### config.mk
export PLATFORM = sky130hd
export DESIGN_NAME = tx_udp
export DESIGN_NICKNAME = d
export VERILOG_FILES = /design/src/rtl/tx_udp.sv
export SDC_FILE = /design/constraint.sdc
export NUM_CORES = 1
export LEC_CHECK = 0
export BUFFER_PORTS_ARGS = -buffer_cell sky130_fd_sc_hd__buf_2
export CORE_MARGIN = 3
export CORE_UTILIZATION = 58
export CTS_BUF_LIST = sky130_fd_sc_hd__clkbuf_2 sky130_fd_sc_hd__clkbuf_4 sky130_fd_sc_hd__clkbuf_8
export DETAILED_ROUTE_END_ITERATION = 16
export PLACE_DENSITY = 0.88
export SLEW_MARGIN = 5
export SYNTH_ARGS = -nofsm -noshare
export SYNTH_HDL_FRONTEND = slang
export SYNTH_SLANG_ARGS = --single-unit
export TNS_END_PERCENT = 20
### constraint.sdc
create_clock -name TX_CLK -period 3.6 [get_ports TX_CLK]
set_input_delay 0.72 -clock TX_CLK [delete_from_list [all_inputs] [get_ports TX_CLK]]
set_output_delay 0.72 -clock TX_CLK [all_outputs]
set_load 0.05 [all_outputs]
### src/rtl/tx_udp.sv
// rtl/tx_udp.sv - UDP transmit framer: 8-byte header (checksum 0) followed by payload bytes
// Header bytes come from latched fields; payload is pulled with a registered request.
module tx_udp #(
  parameter int OCT = 8,
  parameter logic [2*OCT-1:0] MAX_LEN = 16'd1472
) (
  input  logic             TX_CLK,
  input  logic             rst,
  input  logic             tx_start,
  input  logic [2*OCT-1:0] tx_src_port,
  input  logic [2*OCT-1:0] tx_dst_port,
  input  logic [2*OCT-1:0] tx_len,
  output logic             tx_busy,
  output logic             tx_done,
  output logic             tx_err,
  output logic             tx_udp_ready,
  input  logic             tx_udp_data_v,
  input  logic [OCT-1:0]   tx_udp_data,
  output logic             tx_data_v,
  output logic [OCT-1:0]   tx_data
);
  localparam int W = 2 * OCT;

  typedef enum logic [2:0] {IDLE, SRC_PORT, DST_PORT, DATA_LEN, CHECKSUM, UDP_DATA} state_t;

  state_t         state, state_n;
  logic           lo_byte, lo_byte_n;
  logic [W-1:0]   src, src_n, dst, dst_n, len, len_n, cnt, cnt_n;
  logic           busy_n, done_n, err_n, ready_n, data_v_n;
  logic [OCT-1:0] data_n;
  logic [W-1:0]   udp_len, cnt_inc;
  logic           payload_step;

  assign udp_len = len + W'(8);
  assign cnt_inc = cnt + W'(1);
  // The second checksum byte is also the first payload request cycle (or the end for N=0).
  assign payload_step = (state == CHECKSUM && lo_byte) || (state == UDP_DATA);

  always_comb begin
    state_n   = state;
    lo_byte_n = lo_byte;
    src_n     = src;
    dst_n     = dst;
    len_n     = len;
    cnt_n     = cnt;
    busy_n    = tx_busy;
    done_n    = 1'b0;
    err_n     = 1'b0;
    ready_n   = 1'b0;
    data_v_n  = 1'b0;
    data_n    = tx_data;

    case (state)
      IDLE: begin
        if (tx_start) begin
          if (tx_len <= MAX_LEN) begin
            src_n     = tx_src_port;
            dst_n     = tx_dst_port;
            len_n     = tx_len;
            cnt_n     = '0;
            lo_byte_n = 1'b0;
            busy_n    = 1'b1;
            data_v_n  = 1'b1;
            data_n    = tx_src_port[W-1:OCT];
            state_n   = SRC_PORT;
          end else begin
            err_n = 1'b1;
          end
        end
      end
      SRC_PORT: begin
        data_v_n  = 1'b1;
        lo_byte_n = ~lo_byte;
        if (!lo_byte) data_n = src[OCT-1:0];
        else begin
          data_n  = dst[W-1:OCT];
          state_n = DST_PORT;
        end
      end
      DST_PORT: begin
        data_v_n  = 1'b1;
        lo_byte_n = ~lo_byte;
        if (!lo_byte) data_n = dst[OCT-1:0];
        else begin
          data_n  = udp_len[W-1:OCT];
          state_n = DATA_LEN;
        end
      end
      DATA_LEN: begin
        data_v_n  = 1'b1;
        lo_byte_n = ~lo_byte;
        if (!lo_byte) data_n = udp_len[OCT-1:0];
        else begin
          data_n  = '0;
          state_n = CHECKSUM;
        end
      end
      CHECKSUM: begin
        if (!lo_byte) begin
          data_v_n  = 1'b1;
          data_n    = '0;
          lo_byte_n = 1'b1;
          ready_n   = (len != '0);
        end
      end
      default: ;
    endcase

    if (payload_step) begin
      lo_byte_n = 1'b0;
      if (tx_udp_ready && tx_udp_data_v) begin
        data_v_n = 1'b1;
        data_n   = tx_udp_data;
        cnt_n    = cnt_inc;
        ready_n  = (cnt_inc < len);
        state_n  = UDP_DATA;
      end else begin
        // Either the last byte is out (done) or upstream missed a request (underrun).
        err_n   = tx_udp_ready;
        done_n  = ~tx_udp_ready;
        busy_n  = 1'b0;
        state_n = IDLE;
      end
    end
  end

  always_ff @(posedge TX_CLK) begin
    if (rst) begin
      state        <= IDLE;
      lo_byte      <= 1'b0;
      src          <= '0;
      dst          <= '0;
      len          <= '0;
      cnt          <= '0;
      tx_busy      <= 1'b0;
      tx_done      <= 1'b0;
      tx_err       <= 1'b0;
      tx_udp_ready <= 1'b0;
      tx_data_v    <= 1'b0;
      tx_data      <= '0;
    end else begin
      state        <= state_n;
      lo_byte      <= lo_byte_n;
      src          <= src_n;
      dst          <= dst_n;
      len          <= len_n;
      cnt          <= cnt_n;
      tx_busy      <= busy_n;
      tx_done      <= done_n;
      tx_err       <= err_n;
      tx_udp_ready <= ready_n;
      tx_data_v    <= data_v_n;
      tx_data      <= data_n;
    end
  end
endmodule

==> results by stage <==
Floorplanning:
- The die covers 8160 um^2.
- The region available for standard cell placement spans 6832 um^2.
- The row count is 30.
- The die is 90.34 um wide.
- The I/O pin count is 73.
- From bottom edge to top edge, the die measures 90.34 um.
- The initial core utilization is 60.38%.

Hold path:
- The hold-critical path endpoint is src[1]$_SDFFE_PP0N_.
- The launch point of the worst hold path is src[1]$_SDFFE_PP0N_.
- The worst hold path was traced through 2 stages.
- The path class of the tightest hold or removal check is register to register.

Timing:
- The summed negative setup slack over all endpoints is 0 ns.
- Setup repair after global routing left no endpoint under its margin.
- The setup clock skew after layout is 0.007319 ns.
- The max-slew violation count is 0.
- The number of endpoints failing setup at the final stage is 0.
- At the pin with the least slew margin, the transition time is 1.127 ns.
- The minimum clock period is 2.960 ns.
- The worst slew margin relative to its limit is 24.86%.
- Derived from the worst setup path, the maximum achievable clock frequency is 0.3378 GHz.
- The number of hold-slack violations in the final timing report is 0.
- The share of the clock period used by the worst path after layout is 82.22%.

Drt:
- The highest layer touched by signal routing is met4.
- Once detail routing completed, the nets flagged for antenna violations numbered 0.
- The final layout contains routed wiring with a total length of 11170 um.
- For this run, design rule violations remaining after detail routing come to 0.
- The amount of wire on met3 after detailed routing is 1084 um.
- In the detailed route, the total length drawn on met2 is 5080 um.
- Before antenna repair, the detailed router went through 6 iterations.
- The vias after detailed routing is 4205.
- The detailed router's first-iteration violation count is 498.
- In the final routed layout, each cell accounts on average for 16.46 um.
- The sum of routed wire segments on met1 is 4723 um.
- The post-detailed-route via-to-cell ratio is 6.193.

Critical path:
- The critical path in this run is classified as register to register.
- The critical path goes through nand4_1 > nor4_1 > nand2_1 > xnor2_1 > ha_1 > nand4_1 > nor3_1 > a2111oi_0 > o21ai_1 > o21ai_1.
- The reg2reg setup slack is 0.64 ns.
- In this design, the stage delay of the slowest critical-path cell is 0.59 ns.
- The endpoint type of the worst setup path is a register.
- The slowest library cell on the worst path is nor4_1.
- For the worst setup path, the data required time is 3.89 ns.
- The worst-case reg-to-reg path depth is 10.
- In this run the worst path has a maximum fanout of 7.
- The beginning of the worst register-to-register path is cnt[3]$_SDFF_PP0_.
- The worst path arrival time is 3.25 ns.
- The nature of the critical path startpoint is a register.
- The end of the worst register-to-register path is tx_udp_ready$_SDFF_PP0_.
- The critical path startpoint is cnt[3]$_SDFF_PP0_.

Clock tree:
- The tree built by TritonCTS fans out to 73 sinks.
- Clock-pin slew was measured on the worst setup and hold paths at 0.08 ns.
- The clock root buffer is clkbuf_8.
- The H-tree generated during clock tree synthesis spans 3 levels.
- The clock passes through at most 2 buffers.
- The number of buffers inserted by post-CTS setup repair is 0.
- Buffers inserted during clock tree synthesis total 9.
- In this run, post-CTS repair resized a total of 0 instances.
- The latest clock arrival within the worst-skew pair is 0.35 ns.
- TritonCTS built the clock tree.
- Hold repair after CTS inserted 0 buffers.

Run status:
- The run finished with clean final reports.

Power and ir drop:
- The power per cell area is 345.7 nW/um^2.
- Across the VDD grid, the largest voltage drop is 0.0001935 V.
- The static leakage is 1.811 nW.

Finish:
- The filler cells instantiated in the layout total 586.
- Compared with the post-synthesis result, the final layout area differs by 14.07%.
- Excluding fillers, the count of instances in the completed layout stands at 679.
- The number of nets in the layout is 656.
- The number of antenna diodes in the final layout is 0.
- The multi-input combinational cells in the finished layout cover a total of 2425 um^2.
- In the final layout, the share of cells above drive strength 1 is 18.18%.
- The area of all sequential standard cells is 1461 um^2.

GRT:
- The via count of the first global-routing pass is 3922.
- Entering global routing, the biggest net connects 62 pins.
- The first global-routing pass estimated 18690 um of wire.
- The residual overflow from global routing is 0.
- The overall fraction of global-route tracks in use is 28.18%.
- The number of antenna violations at the first check in global routing is 0.

Yosys:
- The post-synthesis cell type count is 61.
- The synthesized cell area is 4125 um^2.
- The number of register bits inferred by synthesis is 73.
- The synthesized netlist devotes 5.156% of its cell area to adder and majority cells.
- For this run, asynchronously set or reset flops after synthesis account for 0%.
- For this run, the leading register cell type out of synthesis is dfxtp_1.
- The complex-gate fraction of the synthesized area is 21.63%.
- The mean instance size in the synthesized netlist is 7.888 um^2.
- After synthesis, the largest family of logic cells by area is simple AND/OR/NAND/NOR gates.
- The post-synthesis net count is 600.
- The post-synthesis xor/xnor area fraction is 4.459%.
- The synthesized netlist devotes 25.11% of its cell area to simple gates.
- The synthesis warning total is 0.
- The mux cell area share after synthesis is 2.426%.
- The sequential-to-total area share from yosys stat is 35.43%.
- The synthesized design contains 0 enable-type register cells.
- The synthesized instance count is 523.

Flow run:
- Across the run, the number of max-cap violations was 0.

Placement:
- Counting tap cells, the placed design contains a total of 664 instances.
- At the end of routability-driven placement, the weighted congestion stood at 0.8925.
- The number of input and output port buffers inserted is 72.
- Detailed placement ended at an HPWL of 8011 um.
## worst max-delay path by stage
stage	end	slack (ns)	depth (start not counted)
floorplan	tx_udp_ready$_SDFF_PP0_	1.05	11
global placement	tx_data[4]$_SDFF_PP0_	0.84	7
detailed placement	tx_udp_ready$_SDFF_PP0_	0.69	11
CTS	tx_udp_ready$_SDFF_PP0_	0.65	11
global route	tx_udp_ready$_SDFF_PP0_	0.32	11
finish	tx_udp_ready$_SDFF_PP0_	0.64	10
## per-stage QoR
| step | setup WS, ns | power (W) | cell area (um^2) | util (%) | hold WS (ns) |
|---|---|---|---|---|---|
| finish | 0.6400 | 0.001627 | 4706 | 68.88 | 0.4547 |
| global route | 0.3224 | 0.001682 | 4706 | 68.88 | 0.4769 |
| CTS | 0.6518 | 0.001632 | 4706 | 68.88 | 0.4571 |
| detailed placement | 0.6896 | 0.0009280 | 4488 | 65.70 | 0.4458 |
| global placement | 0.8372 | 0.0009260 | 4488 | 65.70 | 0.4411 |
| floorplan | 1.053 | 0.0008824 | 4125 | - | 0.4322 |
## placed cells by master (no fill, tap or decap), drive strengths merged, types with 6 or more instances in the layout
master  Yosys  final
o21ai      19     19
nor3       14     14
nand3      23     23
nand4      10     10
mux2        8      8
dfxtp      73     73
a31oi       8      8
ha         17     17
buf        13     76
a22oi       6      6
a22o        8      8
a21oi      47     47
xnor2      15     15
nor4        9      9
xor2        6      6
nand2     107    107
a211oi      6      6
clkbuf     18     10
nor2       30     30
inv        21     21
## final cells by class
class                   count  area share (%)
clock buffers              10           2.925
well taps                  96           2.553
repair buffers             76           8.562
multi-input cells         398           51.53
flip-flops and latches     73           31.06
clock inverters             5           1.702
inverters                  21           1.675
## registers in the layout (all words and copies together) (netlist names), 3 cells and up
name,flops
cnt,16
dst,16
state,3
tx_data,8
len,16
src,8
## synthesized netlist by cell type (3+ instances only)
cell type / number / area [um^2]
buf_1: 3 / 11.26
a21oi_1: 47 / 235.2
o21ai_1: 10 / 50.05
nor3_1: 14 / 70.07
a211oi_1: 5 / 37.54
inv_1: 21 / 78.83
nand3_1: 23 / 115.1
nand2b_1: 3 / 18.77
nor4_1: 8 / 50.05
o211ai_1: 4 / 30.03
o21a_1: 3 / 22.52
a31oi_1: 8 / 50.05
dfxtp_1: 73 / 1461
nor2_1: 29 / 108.9
nand2_1: 107 / 401.6
ha_1: 17 / 212.7
clkbuf_1: 18 / 67.56
mux2_2: 5 / 56.30
a22oi_1: 6 / 45.04
and3_1: 3 / 18.77
o31ai_1: 5 / 37.54
a311oi_2: 3 / 45.04
o21ai_0: 9 / 45.04
buf_6: 5 / 56.30
nor4bb_1: 3 / 30.03
a21o_1: 5 / 37.54
mux2_1: 3 / 33.78
nand4_1: 10 / 62.56
a221oi_1: 3 / 26.28
a22o_1: 8 / 70.07
xnor2_1: 15 / 131.4
buf_2: 5 / 25.02
xor2_1: 6 / 52.55
## power by group
part | total, W | switching, W | internal [W] | leakage, nW
Sequential | 0.000818 | 0.00000666 | 0.000811 | 0.588
Combinational | 0.0000930 | 0.0000541 | 0.0000389 | 1.12
Clock | 0.000716 | 0.000312 | 0.000404 | 0.104
## worst max-delay path, delay by kind of cell (launching register included)
kind | cells | cell delay (ns)
xor gates and xnor gates | 1 | 0.25
AOI/OAI and AO/OA | 3 | 0.64
and+or+nand+nor | 5 | 1.24
adders and majority gates | 1 | 0.29
DFF | 1 | 0.48
## per-layer routing
layer  global-route usage (%)  up-vias
met5                        0        -
met1                    37.98     1956
li1                         -     1984
met2                    43.19      239
met4                    13.65        0
met3                    5.667       26
## cells by family after synthesis
logic type                 after synthesis
and+or+nand+nor                        218
adders and majority gates               17
muxes                                    9
buffers and inverters                   52
DFF                                     73
xor gates and xnor gates                21
AOI/OAI and AO/OA                      133
(Power assumes the default switching activity.)
